$ cat src/rtl/serial_divider.sv
// Unsigned restoring divider: one quotient bit per clock, MSB first.
// A zero divisor short-circuits straight to DONE with saturated quotient.
module serial_divider #(
   parameter int WIDTH = 32
) (
   input  logic             clk,
   input  logic             rst_n,
   input  logic             start,
   input  logic [WIDTH-1:0] dividend,
   input  logic [WIDTH-1:0] divisor,
   output logic             busy,
   output logic             done,
   output logic [WIDTH-1:0] quotient,
   output logic [WIDTH-1:0] remainder,
   output logic             div_by_zero
);

   localparam int CW = $clog2(WIDTH + 1);

   typedef enum logic [1:0] {IDLE = 2'd0, RUN = 2'd1, DONE = 2'd2} state_t;

   state_t           state_q, state_d;
   logic [WIDTH-1:0] dvd_q, dvd_d;
   logic [WIDTH-1:0] dsr_q, dsr_d;
   logic [WIDTH-1:0] rem_q, rem_d;
   logic [WIDTH-1:0] quot_q, quot_d;
   logic [WIDTH-1:0] rout_q, rout_d;
   logic             dbz_q, dbz_d;
   logic [CW-1:0]    cnt_q, cnt_d;

   logic             accept;
   logic             last_step;
   logic [WIDTH:0]   partial;
   logic [WIDTH:0]   diff;
   logic             ge;
   logic [WIDTH-1:0] step_rem;
   logic [WIDTH-1:0] step_dvd;

   // State register
   always_ff @(posedge clk or negedge rst_n) begin
      if (!rst_n) begin
         state_q <= IDLE;
      end else begin
         state_q <= state_d;
      end
   end

   // Next-state logic
   always_comb begin
      state_d = state_q;
      case (state_q)
         IDLE, DONE: begin
            if (start) begin
               state_d = (divisor == '0) ? DONE : RUN;
            end else begin
               state_d = IDLE;
            end
         end
         RUN: begin
            if (last_step) begin
               state_d = DONE;
            end
         end
         default: state_d = IDLE;
      endcase
   end

   // Output logic
   always_comb begin
      busy        = (state_q == RUN);
      done        = (state_q == DONE);
      quotient    = quot_q;
      remainder   = rout_q;
      div_by_zero = dbz_q;
   end

   // The dividend register doubles as the quotient shift register:
   // its MSB feeds the partial remainder while quotient bits enter at the LSB.
   always_comb begin
      accept    = start && (state_q != RUN);
      last_step = (state_q == RUN) && (cnt_q == CW'(WIDTH - 1));
      partial   = {rem_q, dvd_q[WIDTH-1]};
      ge        = (partial >= {1'b0, dsr_q});
      diff      = partial - {1'b0, dsr_q};
      step_rem  = ge ? diff[WIDTH-1:0] : partial[WIDTH-1:0];
      step_dvd  = {dvd_q[WIDTH-2:0], ge};
   end

   always_comb begin
      dvd_d  = dvd_q;
      dsr_d  = dsr_q;
      rem_d  = rem_q;
      cnt_d  = cnt_q;
      quot_d = quot_q;
      rout_d = rout_q;
      dbz_d  = dbz_q;
      if (accept) begin
         dvd_d = dividend;
         dsr_d = divisor;
         rem_d = '0;
         cnt_d = '0;
         if (divisor == '0) begin
            quot_d = '1;
            rout_d = dividend;
            dbz_d  = 1'b1;
         end
      end else if (state_q == RUN) begin
         dvd_d = step_dvd;
         rem_d = step_rem;
         cnt_d = cnt_q + CW'(1);
         if (last_step) begin
            quot_d = step_dvd;
            rout_d = step_rem;
            dbz_d  = 1'b0;
         end
      end
   end

   always_ff @(posedge clk or negedge rst_n) begin
      if (!rst_n) begin
         dvd_q  <= '0;
         dsr_q  <= '0;
         rem_q  <= '0;
         cnt_q  <= '0;
         quot_q <= '0;
         rout_q <= '0;
         dbz_q  <= 1'b0;
      end else begin
         dvd_q  <= dvd_d;
         dsr_q  <= dsr_d;
         rem_q  <= rem_d;
         cnt_q  <= cnt_d;
         quot_q <= quot_d;
         rout_q <= rout_d;
         dbz_q  <= dbz_d;
      end
   end

endmodule

$ cat config.mk
export PLATFORM = sky130hd
export DESIGN_NAME = serial_divider
export DESIGN_NICKNAME = d
export VERILOG_FILES = /design/src/rtl/serial_divider.sv
export SDC_FILE = /design/constraint.sdc
export NUM_CORES = 1
export LEC_CHECK = 0
export CAP_MARGIN = 20
export CORE_MARGIN = 2
export CORE_UTILIZATION = 45
export CTS_CLUSTER_DIAMETER = 60
export DETAILED_ROUTE_END_ITERATION = 8
export PLACE_DENSITY = 0.79
export SLEW_MARGIN = 20
export SYNTH_ARGS = -nofsm -noshare
export SYNTH_HDL_FRONTEND = slang
export SYNTH_SLANG_ARGS = --single-unit
export TNS_END_PERCENT = 30
$ cat constraint.sdc
create_clock -name clk -period 6.6 [get_ports clk]
set_input_delay 0.66 -clock clk [delete_from_list [all_inputs] [get_ports clk]]
set_output_delay 0.66 -clock clk [all_outputs]
set_load 0.02 [all_outputs]
==> impl_metrics.ini, run 1 <==
[outcome]
status = completed

[power_and_ir_drop]
ir_drop_v = 0.000316
p_sw_mw = 3.28
p_comb_share_pct = 58.6
p_int_mw = 3.85
power_density_nw_per_um2 = 626
clockPowerShare_pct = 15.1
seqPwrFrac_pct = 26.3
p_leak_nw = 5.01
switching_share_pct = 46.1

[critical_path]
start_kind = flop
cp.arrival_ps = 3920
crit_top_cell = a21o_1
path_class = flop to flop
critPathBufInv = 1
path_delay_family = compound AO/OA/AOI/OAI gates
end_kind = flop
worstPathMaxFanout = 30
cpMaxStageDelayCell = buf_4
cp_cell_sequence = ha_1 -> and4_1 -> nand3_1 -> a21o_1 -> a31oi_1 -> o2111ai_2 -> nand2_1 -> buf_4 -> mux2i_1 -> a21oi_1 -> a21o_1
cp.required_ps = 6930
crit_path_max_incr_delay_ps = 430

[yosys]
synth_nets = 1067
syn_area_um2 = 9210
synth_cells = 966
synth-edff-count = 0
synth_warnings = 0
synth_top_family_by_area = compound AO/OA/AOI/OAI gates
synth_compound_area_share_pct = 22.8
synthXorXnorAreaFrac_pct = 2.28
avgSynthCellArea_um2 = 9.54
yosysSeqAreaShare_pct = 45.9
synthAdderAreaFrac_pct = 4.70
async_flop_share_pct = 100
synth-main-ff-cell = dfrtp_1
synth-seq-cells = 169
yosysUniqueCellTypes = 66
synth.area.mux_share_pct = 5.65
synthSimpleGateAreaFrac_pct = 13.4

[routing]
dr.pass1.iters = 5
vias = 7857
finalWirelength_um = 25900
drt_iter0_drc = 683
routedWlPerCell_um = 19.2
drc_errors = 0
vias_per_cell = 5.82
antenna_left = 0

[floorplan]
initial_core_util_pct = 45.7
core_area_um2 = 20200
die_area_um2 = 21600
ios = 134
rows = 52
die_h_um = 147
fp.dieW_um = 147

[clock_network]
path_clk_slew_ps = 70
clockBufferDepth = 2
cts-root-buf = clkbuf_16
cts_hold_buf = 0
cts.sinks = 169
htreeDepth = 4
post_cts_buffers = 0
clkLatencyLatePin_ps = 450
cts_buffers = 17
cts_tree = yes
cts_resized = 0

[min_path]
hold_path_class = input pin to asynchronous set/reset pin

[sta]
skew_ps = 18.9
setup_viol = 0
fmax_mhz = 279
worst_pin_slew_ps = 953
finalCritPeriodShare_pct = 54.4
period_minus_slack_ps = 3590
rsz0062_at_grt = false
hold_viol = 0
slew_headroom_pct = 36.5
fin_tns_setup_ps = 0
slew_viol_final = 0

[run]
drv_cap = 0

[layout]
drive_above_1_share_pct = 6.39
fin_nets = 1167
layout_common_cells = dfrtp_1 (169), clkdlybuf4s50_1 (131), o21ai_0 (123)
syn_to_final_growth_pct = 23.5
post-route-util_pct = 56.4
final_common_cell = dfrtp_1
diodes = 0

[global_routing]
grt_pass1_vias = 7882
grt_max_degree = 118
grt_usage_pct = 24.8
grt.overflow.total = 0
antenna_found_initial = 0
grt_pass1_wl_um = 42200

[placed_design]
dp_hpwl_um = 18400
gp_congestion = 0.906
numPortBuffers = 133
==> state kept, by name, indices dropped and copies added, names as in the netlist <==
| signal | cells |
|---|---|
| div_by_zero | 1 |
| cnt_q | 6 |
| rem_q | 32 |
| state_q | 2 |
| dsr_q | 32 |
| quotient | 32 |
| dvd_q | 32 |
| remainder | 32 |
==> path summary, 6_finish.rpt <==
check | slack (ps) | endpoint | cells after the start | startpoint
setup / recovery | 3010 | remainder[20] | 11 | rem_q[6]
setup reg to reg | 3010 | remainder[20] | 11 | rem_q[6]
hold reg to reg | 480 | remainder[30] | 2 | remainder[30]
hold / removal | 350 | dsr_q[8] | 1 | rst_n
min in group clk | 480 | remainder[30] | 2 | remainder[30]
max in group asynchronous | 4990 | state_q[1] | 2 | rst_n
==> metal layers <==
layer | GRT usage [%] | share of wire (%) | vias to the layer above
met1 | 31.5 | 42 | 3839
li1 | - | - | 3714
met3 | 4.44 | 5.0 | 68
met2 | 41.1 | 49 | 236
met5 | 0 | 0 | -
met4 | 12.5 | 4.8 | 0
==> stage by stage <==
step | std cells | area (um^2) | power, mW | hold WS (ps) | setup WS, ps
floorplan | 966 | 9210 | 4.69 | 364 | 3780
global placement | 1315 | 10700 | 5.87 | 464 | 2820
detailed placement | 1315 | 10700 | 5.95 | 466 | 2680
CTS | 1347 | 11300 | 7.06 | 453 | 3100
global route | 1349 | 11400 | 7.64 | 449 | 2760
finish | 1349 | 11400 | 7.13 | 353 | 3010
==> cell type report <==
type	count	area, um^2
sequential	169	4230
clock inverter	15	200
clock buffer	17	425
inverter	54	203
timing repair buffer	143	1450
multi-input combinational	681	4540
tap	270	338
fill	1775	8790
==> synthesized netlist by cell type, types with 5 or more instances <==
cell type    n  area share, %
mux2i_1     52            5.6
nand3b_1    23            1.9
ha_1        33            4.5
inv_1       54            2.2
nand2b_1     5           0.34
nor2_1      42            1.7
and3_1       6           0.41
a31oi_1     12           0.81
nand2_1    106            4.3
o32a_1      31            3.4
o21a_1       5           0.41
xnor2_1     17            1.6
a21o_1      35            2.9
nor3_1       5           0.27
a21oi_1     49            2.7
and2_1       5           0.34
nand4_1     13           0.88
or3_1        8           0.54
a211oi_1    19            1.5
nand3_1     12           0.65
o21ai_0    124            6.7
dfrtp_1    169             46
nor4_1       9           0.61
o211ai_1    11           0.90
xor2_1       7           0.67
clkbuf_1    45            1.8
==> cell families after synthesis <==
kind of cell	after synthesis
and+or+nand+nor	251
adders and majority gates	34
muxes	52
buffers and inverters	116
xor gates and xnor gates	24
DFF	169
AOI/OAI and AO/OA	320
==> worst register-to-register path: cells and delay by family (launching register included) <==
kind,cells,cell delay [ps]
AO/OA/AOI/OAI,5,1000
AND/OR/NAND/NOR,3,820
buffers and inverters,1,430
flip-flops,1,420
adder cells (fa/ha/maj),1,420
multiplexers,1,400
==> power by group through the flow <==
stage	Clock, mW	Combinational [mW]	Sequential, mW
after global placement	0	4.00	1.87
after global routing	1.13	4.59	1.92
after CTS	1.09	4.11	1.87
after detailed placement	0	4.07	1.88
after floorplan	0	2.69	2.01
final	1.08	4.18	1.87
Note: power is estimated with default switching activity, not from simulation.
==> run 2, diff against run 1 <==
PLACE_DENSITY = 0.82   (was 0.79)
clock period = 3 ns   (was 6.6 ns; I/O delays follow)
==> impl_metrics.ini, run 2 (synthesis results as in run 1) <==
[run]
drv_cap = 0

[clock_network]
cts_tree = yes
cts-root-buf = clkbuf_16
path_clk_slew_ps = 80
cts_buffers = 17
clkLatencyLatePin_ps = 440
clockBufferDepth = 2
cts.sinks = 169
htreeDepth = 4

[routing]
drt_iter0_drc = 560
vias_per_cell = 5.88
vias = 8203
routedWlPerCell_um = 19.4
drc_errors = 0
antenna_left = 0
finalWirelength_um = 27000
dr.pass1.iters = 5

[layout]
seqCellArea_um2 = 4230
post-route-util_pct = 59.3
syn_to_final_growth_pct = 29.7
final_common_cell = dfrtp_1
diodes = 0
layout_common_cells = dfrtp_1 (169), clkdlybuf4s50_1 (131), o21ai_0 (119)
nFillCells = 1714
drive_above_1_share_pct = 12.3
multiInputGateArea_um2 = 4710
fin_nets = 1214
stdcell_count = 1396

[power_and_ir_drop]
clockPowerShare_pct = 14.8
p_int_mw = 9.21
p_leak_nw = 5.27
p_comb_share_pct = 60.8
ir_drop_v = 0.000680
p_total_mw = 16.8
seqPwrFrac_pct = 24.4
switching_share_pct = 45.2
p_sw_mw = 7.61
power_density_nw_per_um2 = 1410

[sta]
rsz0062_at_grt = true
skew_ps = 10.7
fmax_mhz = 344
setup_viol = 0
slew_headroom_pct = 48.0
slew_viol_final = 0
finalCritPeriodShare_pct = 97.0
period_minus_slack_ps = 2910
worst_pin_slew_ps = 780
hold_viol = 0

[critical_path]
r2r_slack_ps = 90
worstPathMaxFanout = 4
cp.required_ps = 3330
end_kind = flop
start_kind = flop
path_class = flop to flop
cp.arrival_ps = 3240

[floorplan]
fp.dieW_um = 147
die_area_um2 = 21600
ios = 134
die_h_um = 147
rows = 52
core_area_um2 = 20200
initial_core_util_pct = 45.7

[placed_design]
numPortBuffers = 133
dp.cells = 1357
dp_hpwl_um = 19000
gp_congestion = 0.940

[min_path]
hold_path_class = input pin to flop

[global_routing]
grt_max_degree = 81
grt_pass1_vias = 8200
grt_usage_pct = 25.3
antenna_found_initial = 0
grt_pass1_wl_um = 43100
grt.overflow.total = 0

[outcome]
status = completed
[run 2: cell types whose count changed in the layout (fill, tap and decap cells not counted), sizes merged]
cell,before,now
dlygate4sd3,0,1
clkinvlp,1,0
buf,11,58
clkinv,1,4
clkbuf,18,17
bufinv,3,4
inv,64,61
[run 2: area by class of cell]
class | count | area share (%)
multi-input cells | 681 | 39.4
flip-flops and latches | 169 | 35.4
repair buffers | 190 | 15.2
clock buffers | 17 | 3.56
well taps | 270 | 2.83
clock inverters | 15 | 1.95
inverters | 54 | 1.70
[run 2: final timing paths]
| kind | from | endpoint | depth (start not counted) |
|---|---|---|---|
| worst max-delay path | rem_q[0] | remainder[31] | 10 |
| worst min-delay path | start | state_q[0] | 3 |
| worst max register to register | rem_q[0] | remainder[31] | 10 |
| worst min register to register | remainder[25] | remainder[25] | 1 |
| max in group asynchronous | rst_n | dsr_q[4] | 3 |
| min in group asynchronous | rst_n | dsr_q[9] | 2 |
[run 2: what timing repair did]
action                                  CTS  global route
endpoints found under the hold margin    77             0
buffers inserted                          0             6
hold buffers                              1             0
resized for setup                         0            33
endpoints found under the setup margin    0            45
[run 2: worst max-delay path, stage by stage, from the launching register on]
cell and delay, ps:
dfrtp_1 440, ha_1 330, nor2b_2 190, o2111ai_2 130, a21o_1 230, and3_1 190, or4_4 520, a211oi_4 290
o21ai_1 120, a311oi_2 290, o31ai_2 80
[run 2: metrics by stage]
step / setup TNS (ps) / hold slack (ps) / setup slack, ps / area [um^2]
floorplan: 0 / 4.41 / 176 / 9210
global placement: 0 / 398 / 69.8 / 11100
detailed placement: 0 / 411 / 26.6 / 11100
CTS: 0 / 269 / 9.77 / 11700
global route: -160 / 293 / -65.0 / 12000
finish: 0 / 277 / 90.3 / 12000
[run 2: layer usage]
metal	GRT usage [%]	share of wire, %	wire, um	up-vias
met5	0	0	0	-
met3	3.79	4.6	1240	72
met2	43.7	50	13700	289
li1	-	-	-	3803
met1	31.9	41	11200	4039
met4	9.90	3.7	1000	0
[run 2: power groups by stage]
stage / clock [mW] / combinational [mW] / sequential [mW]
4_1_cts: 2.50 / 9.77 / 4.08
3_5_place_dp: 0 / 9.64 / 4.10
6_report: 2.48 / 10.2 / 4.10
2_1_floorplan: 0 / 5.91 / 4.42
3_3_place_gp: 0 / 9.50 / 4.07
5_1_grt: 2.60 / 11.1 / 4.21
